[config.mk]
export PLATFORM = sky130hd
export DESIGN_NAME = data_mem_arbiter_flat
export DESIGN_NICKNAME = d
export VERILOG_FILES = /design/src/rtl/data_mem_arbiter_if.sv /design/src/rtl/data_mem_arbiter.sv /design/src/flat_wrapper.sv
export SDC_FILE = /design/constraint.sdc
export NUM_CORES = 1
export LEC_CHECK = 0
export CORE_MARGIN = 3
export CORE_UTILIZATION = 42
export CTS_CLUSTER_SIZE = 40
export DETAILED_ROUTE_END_ITERATION = 7
export GPL_TIMING_DRIVEN = 0
export PLACE_DENSITY = 0.87
export REMOVE_ABC_BUFFERS = 1
export SYNTH_ARGS = -nofsm -noshare
export SYNTH_HDL_FRONTEND = slang
export SYNTH_SLANG_ARGS = --single-unit
[constraint.sdc]
create_clock -name clk -period 2.5 [get_ports clk]
set_input_delay 0.25 -clock clk [delete_from_list [all_inputs] [get_ports clk]]
set_output_delay 0.25 -clock clk [all_outputs]
set_load 0.02 [all_outputs]
[src/rtl/data_mem_arbiter_if.sv]
// Bundle of the two requester ports and the Data_Memory side of the arbiter.
// slave = arbiter view, master = requesters plus memory view.
interface data_mem_arbiter_if #(
    parameter int AW = 32
);
    logic          p0_req;
    logic          p0_we;
    logic [AW-1:0] p0_addr;
    logic [31:0]   p0_wdata;
    logic          p0_ack;
    logic [31:0]   p0_rdata;
    logic          p0_err;

    logic          p1_req;
    logic          p1_we;
    logic [AW-1:0] p1_addr;
    logic [31:0]   p1_wdata;
    logic          p1_ack;
    logic [31:0]   p1_rdata;
    logic          p1_err;

    logic [AW-1:0] mem_a;
    logic [31:0]   mem_wd;
    logic          mem_we;
    logic [31:0]   mem_rd;
    logic          busy;

    modport slave (
        input  p0_req, p0_we, p0_addr, p0_wdata,
        output p0_ack, p0_rdata, p0_err,
        input  p1_req, p1_we, p1_addr, p1_wdata,
        output p1_ack, p1_rdata, p1_err,
        output mem_a, mem_wd, mem_we,
        input  mem_rd,
        output busy
    );

    modport master (
        output p0_req, p0_we, p0_addr, p0_wdata,
        input  p0_ack, p0_rdata, p0_err,
        output p1_req, p1_we, p1_addr, p1_wdata,
        input  p1_ack, p1_rdata, p1_err,
        input  mem_a, mem_wd, mem_we,
        output mem_rd,
        input  busy
    );
endinterface

[src/rtl/data_mem_arbiter.sv]
// Round-robin two-port arbiter and IDLE/ACCESS/DONE sequencer in front of a
// single-port, asynchronous-read data memory.
module data_mem_arbiter #(
    parameter int DEPTH = 1024,
    parameter int AW    = 32
) (
    input  logic                 clk,
    input  logic                 rst,
    data_mem_arbiter_if.slave    bus
);

    typedef enum logic [1:0] {
        IDLE   = 2'd0,
        ACCESS = 2'd1,
        DONE   = 2'd2
    } state_t;

    state_t        r_state;
    state_t        w_state_next;

    logic [1:0]    w_req;
    logic [1:0]    w_we;
    logic [AW-1:0] w_addr  [2];
    logic [31:0]   w_wdata [2];

    logic          w_grant;
    logic          w_gnt_id;
    logic          w_gnt_inrange;

    logic [AW-1:0] r_mem_a;
    logic [31:0]   r_mem_wd;
    logic          r_mem_we;
    logic          r_win;
    logic          r_we;
    logic          r_inrange;
    logic          r_ptr;

    assign w_req      = {bus.p1_req, bus.p0_req};
    assign w_we       = {bus.p1_we,  bus.p0_we};
    assign w_addr[0]  = bus.p0_addr;
    assign w_addr[1]  = bus.p1_addr;
    assign w_wdata[0] = bus.p0_wdata;
    assign w_wdata[1] = bus.p1_wdata;

    always_ff @(posedge clk or negedge rst) begin
        if (!rst) begin
            r_state <= IDLE;
        end else begin
            r_state <= w_state_next;
        end
    end

    // r_ptr names the port that wins a tie; a lone requester always wins.
    always_comb begin
        w_state_next = r_state;
        w_grant      = 1'b0;
        w_gnt_id     = 1'b0;
        case (r_state)
            IDLE: begin
                if (|w_req) begin
                    w_grant      = 1'b1;
                    w_gnt_id     = (&w_req) ? r_ptr : w_req[1];
                    w_state_next = ACCESS;
                end
            end
            ACCESS:  w_state_next = DONE;
            DONE:    w_state_next = IDLE;
            default: w_state_next = IDLE;
        endcase
    end

    assign w_gnt_inrange = (w_addr[w_gnt_id] < AW'(DEPTH));

    always_ff @(posedge clk or negedge rst) begin
        if (!rst) begin
            r_mem_a   <= '0;
            r_mem_wd  <= '0;
            r_mem_we  <= 1'b0;
            r_win     <= 1'b0;
            r_we      <= 1'b0;
            r_inrange <= 1'b0;
            r_ptr     <= 1'b0;
        end else begin
            if (w_grant) begin
                r_mem_a   <= w_addr[w_gnt_id];
                r_mem_wd  <= w_wdata[w_gnt_id];
                r_mem_we  <= w_we[w_gnt_id] & w_gnt_inrange;
                r_win     <= w_gnt_id;
                r_we      <= w_we[w_gnt_id];
                r_inrange <= w_gnt_inrange;
            end
            // The write commits on the edge leaving ACCESS, so WE covers ACCESS only.
            if (r_state == ACCESS) begin
                r_mem_we <= 1'b0;
            end
            if (r_state == DONE) begin
                r_ptr <= ~r_win;
            end
        end
    end

    genvar gi;
    generate
        for (gi = 0; gi < 2; gi++) begin : g_port
            localparam logic PID = 1'(gi);
            logic        r_ack;
            logic        r_err;
            logic [31:0] r_rdata;
            logic        w_done_here;

            assign w_done_here = (r_state == ACCESS) && (r_win == PID);

            always_ff @(posedge clk or negedge rst) begin
                if (!rst) begin
                    r_ack   <= 1'b0;
                    r_err   <= 1'b0;
                    r_rdata <= '0;
                end else begin
                    r_ack <= w_done_here;
                    r_err <= w_done_here & ~r_inrange;
                    if (w_done_here) begin
                        r_rdata <= (!r_we && r_inrange) ? bus.mem_rd : 32'h0;
                    end
                end
            end
        end
    endgenerate

    assign bus.p0_ack   = g_port[0].r_ack;
    assign bus.p0_err   = g_port[0].r_err;
    assign bus.p0_rdata = g_port[0].r_rdata;
    assign bus.p1_ack   = g_port[1].r_ack;
    assign bus.p1_err   = g_port[1].r_err;
    assign bus.p1_rdata = g_port[1].r_rdata;

    assign bus.mem_a  = r_mem_a;
    assign bus.mem_wd = r_mem_wd;
    assign bus.mem_we = r_mem_we;
    assign bus.busy   = (r_state != IDLE);

endmodule
[src/flat_wrapper.sv]
// flat-port wrapper written by rule: the top's interface ports become plain ports
module data_mem_arbiter_flat 
#(
    parameter int DEPTH = 1024,
    parameter int AW    = 32
)
  (clk, rst, bus_p0_req, bus_p0_we, bus_p0_addr, bus_p0_wdata, bus_p0_ack, bus_p0_rdata, bus_p0_err, bus_p1_req, bus_p1_we, bus_p1_addr, bus_p1_wdata, bus_p1_ack, bus_p1_rdata, bus_p1_err, bus_mem_a, bus_mem_wd, bus_mem_we, bus_mem_rd, bus_busy);
  data_mem_arbiter_if #(.AW(AW)) bus_i ();
  input  logic clk;
  input  logic rst;
  input wire logic [$bits(bus_i.p0_req)-1:0] bus_p0_req;
  input wire logic [$bits(bus_i.p0_we)-1:0] bus_p0_we;
  input wire logic [$bits(bus_i.p0_addr)-1:0] bus_p0_addr;
  input wire logic [$bits(bus_i.p0_wdata)-1:0] bus_p0_wdata;
  output wire logic [$bits(bus_i.p0_ack)-1:0] bus_p0_ack;
  output wire logic [$bits(bus_i.p0_rdata)-1:0] bus_p0_rdata;
  output wire logic [$bits(bus_i.p0_err)-1:0] bus_p0_err;
  input wire logic [$bits(bus_i.p1_req)-1:0] bus_p1_req;
  input wire logic [$bits(bus_i.p1_we)-1:0] bus_p1_we;
  input wire logic [$bits(bus_i.p1_addr)-1:0] bus_p1_addr;
  input wire logic [$bits(bus_i.p1_wdata)-1:0] bus_p1_wdata;
  output wire logic [$bits(bus_i.p1_ack)-1:0] bus_p1_ack;
  output wire logic [$bits(bus_i.p1_rdata)-1:0] bus_p1_rdata;
  output wire logic [$bits(bus_i.p1_err)-1:0] bus_p1_err;
  output wire logic [$bits(bus_i.mem_a)-1:0] bus_mem_a;
  output wire logic [$bits(bus_i.mem_wd)-1:0] bus_mem_wd;
  output wire logic [$bits(bus_i.mem_we)-1:0] bus_mem_we;
  input wire logic [$bits(bus_i.mem_rd)-1:0] bus_mem_rd;
  output wire logic [$bits(bus_i.busy)-1:0] bus_busy;
  assign bus_i.p0_req = bus_p0_req;
  assign bus_i.p0_we = bus_p0_we;
  assign bus_i.p0_addr = bus_p0_addr;
  assign bus_i.p0_wdata = bus_p0_wdata;
  assign bus_p0_ack = bus_i.p0_ack;
  assign bus_p0_rdata = bus_i.p0_rdata;
  assign bus_p0_err = bus_i.p0_err;
  assign bus_i.p1_req = bus_p1_req;
  assign bus_i.p1_we = bus_p1_we;
  assign bus_i.p1_addr = bus_p1_addr;
  assign bus_i.p1_wdata = bus_p1_wdata;
  assign bus_p1_ack = bus_i.p1_ack;
  assign bus_p1_rdata = bus_i.p1_rdata;
  assign bus_p1_err = bus_i.p1_err;
  assign bus_mem_a = bus_i.mem_a;
  assign bus_mem_wd = bus_i.mem_wd;
  assign bus_mem_we = bus_i.mem_we;
  assign bus_i.mem_rd = bus_mem_rd;
  assign bus_busy = bus_i.busy;
  data_mem_arbiter #(.DEPTH(DEPTH), .AW(AW)) u_core (.clk(clk), .rst(rst), .bus(bus_i));
endmodule
==> results.toml <==
[status]
status = "completed"

[place]
dp_hpwl_um = 13000
place.gp.congestion = 0.790
dpl_worst_slack_ns = -0.111
io_buffers = 299
place_area_mm2 = 0.00887
dp_cells = 1014

[route]
wl_um = 17800
drc = 0
ant_nets = 0
routedWlPerCell_um = 17.0
firstDrtPassIters = 6
vias_per_cell = 5.13
vias = 5376
first_iter_violations = 294

[die]
die_w_um = 122
die_height_um = 122
io_pins = 300
core_area_mm2 = 0.0128
row_count = 41
die_area_mm2 = 0.0148
start_util_pct = 43.8

[timing]
max_freq_mhz = 431
tightest_slew_ns = 0.952
fin_ws_ns = 0.180
finClkSkew_ns = 0.00815
fin_setup_tns_ns = 0
period_share_pct = 92.8
slew_headroom_pct = 36.2
slew_violations = 0
finalHoldViolCount = 0
final-setup-viol-count = 0
hold-worst-slack_ns = 0.399
finalCriticalPeriod_ns = 2.32
rsz0062_at_grt = "false"

[logic_synthesis]
yosysTopAreaCellShare_pct = 61.9
yosysMostFrequentCell = "nand2_1"
ys_ff_latch = 139
avgSynthCellArea_um2 = 9.72
synth_area_mm2 = 0.00562
synth_commonest_cells = "nand2_1, dfrtp_1, o21ai_0"
post-synth-top-area-cell = "dfrtp_1"
synth-main-ff-cell = "dfrtp_1"
synth_edf_count = 0
yosys_warnings = 0
synth.area.top_cells = "dfrtp_1, o21ai_0, nand2_1"
ys_async_sr_fraction_pct = 100
ys_seq_area_share_pct = 61.9
yosys.cell_types.count = 24
postSynthCellCount = 578

[global_routing]
grt_antenna_before_repair = 0
grt_use_total_pct = 23.9
overflow = 0
grt_start_max_net_pins = 77
grt_pass1_wl_um = 27500
grt_pass1_vias = 5346

[critical_path]
worstReg2RegEnd = "u_core.bus.mem_we"
worstPathArrival_ns = 2.63
critical-path-max-stage-delay_ns = 0.83
crit_fanout = 67
cp_data_required_time_ns = 2.81
critPathKind = "reg2reg"
rrSetupSlack_ns = 0.18
rr_worst_depth = 5
r2r-start = "u_core.r_state[1]"
crit_end = "u_core.bus.mem_we"
cp_cell_sequence = "nor2_1, o211a_4, nand3_1, o22a_1, o31ai_2"
startpoint = "u_core.r_state[1]"
cp_slowest_cell = "o211a_4"
cp-start-kind = "flop"
setup.worst_path.end_class = "flop"

[clock_tree]
cts_tree = "done"
cts_buffers = 17
clkLatencyLatePin_ns = 0.41
cts-htree-levels = 4
clkTransAtPathRegs_ns = 0.06
max-clock-path-buffers = 2
root_buffer = "clkbuf_16"
cts.sinks = 139

[final_layout]
multiInputGateArea_mm2 = 0.00199
n_antenna_cell = 0
seq_area_mm2 = 0.00348
fin_nets = 1028
finalNonFillerCells = 1047
nFillCells = 878
area_growth_pct = 69.0
drive_above_1_share_pct = 5.14
design_area_mm2 = 0.00949

[pwr]
power.leakage_nw = 3.91
peakVddDrop_uv = 614
power_density_mw_per_mm2 = 1040

[worst_hold_path]
hp-class = "in2async"

[run]
cap_violations = 0
==> worst max-delay path: cells and delay by family (launching register included) <==
| family | cells | cell delay, ns |
|---|---|---|
| AO/OA/AOI/OAI | 3 | 1.29 |
| AND/OR/NAND/NOR | 2 | 0.52 |
| flip-flops | 1 | 0.39 |
==> worst min-delay path by stage <==
stage | startpoint | to | slack [ns]
finish | rst | u_core.bus.p1_rdata[16] | 0.40
global route | bus_mem_rd[30] | u_core.bus.p0_rdata[30] | 0.43
CTS | bus_mem_rd[10] | u_core.bus.p1_rdata[10] | 0.40
detailed placement | rst | u_core.bus.p0_rdata[3] | 0.28
global placement | u_core.bus.p1_rdata[26] | u_core.bus.p1_rdata[26] | 0.46
floorplan | rst | u_core.bus.mem_a[0] | -0.05
==> final cells by class <==
class / instances / area share [%]
Clock buffer: 22 / 4.89
Clock inverter: 10 / 1.48
Inverter: 6 / 0.237
Multi-Input combinational cell: 390 / 20.9
Sequential cell: 139 / 36.7
Tap cell: 172 / 2.27
Timing Repair Buffer: 308 / 33.5
==> what timing repair did <==
item                      4_1_cts  5_1_grt
resized for setup               0        0
hold endpoints to repair       63        0
hold buffers                    1        0
buffers inserted                0        0
==> per-layer routing <==
layer	global-route usage (%)	wire length [µm]
met2	39.7	8680
met5	0	0
met4	9.66	439
met3	9.33	1780
met1	27.9	6860
==> metrics by stage <==
stage,power [mW],utilization [%]
after floorplan,5.12,-
after global placement,6.70,67.5
after detailed placement,7.33,69.2
after CTS,9.91,74.0
after global routing,10.4,74.0
final,9.82,74.0
==> where the power goes <==
| part | switching, mW | leakage, nW | internal (mW) | total [mW] |
|---|---|---|---|---|
| Sequential | 0.322 | 1.82 | 2.88 | 3.21 |
| Clock | 0.925 | 0.287 | 1.62 | 2.55 |
| Combinational | 2.25 | 1.80 | 1.82 | 4.07 |
==> cells by family after synthesis <==
kind of cell / Yosys count / share of synthesized area [%]
flip-flops: 139 / 61.9
AND/OR/NAND/NOR: 187 / 13.3
multiplexers: 22 / 3.92
AO/OA/AOI/OAI: 181 / 17.4
buffers and inverters: 49 / 3.34
==> sequential cells by signal (all words and copies together), names as in the netlist, 2 cells and up <==
name	flops
u_core.bus.mem_a	32
u_core.bus.p1_rdata	32
u_core.r_state	2
u_core.bus.p0_rdata	32
u_core.bus.mem_wd	32
==> cells in the final DEF (no fill, tap or decap), types with 4 or more instances in the layout <==
| master | netlist | final |
|---|---|---|
| clkdlybuf4s50_1 | 0 | 298 |
| nand2_1 | 163 | 162 |
| dfrtp_1 | 139 | 139 |
| o21ai_0 | 131 | 131 |
| o22ai_1 | 42 | 42 |
| mux2i_1 | 22 | 22 |
| clkbuf_16 | 0 | 17 |
| nor4_1 | 9 | 9 |
| nor2_1 | 6 | 6 |
| inv_1 | 6 | 6 |
| buf_12 | 0 | 4 |
Power figures use the tool's default switching activity.
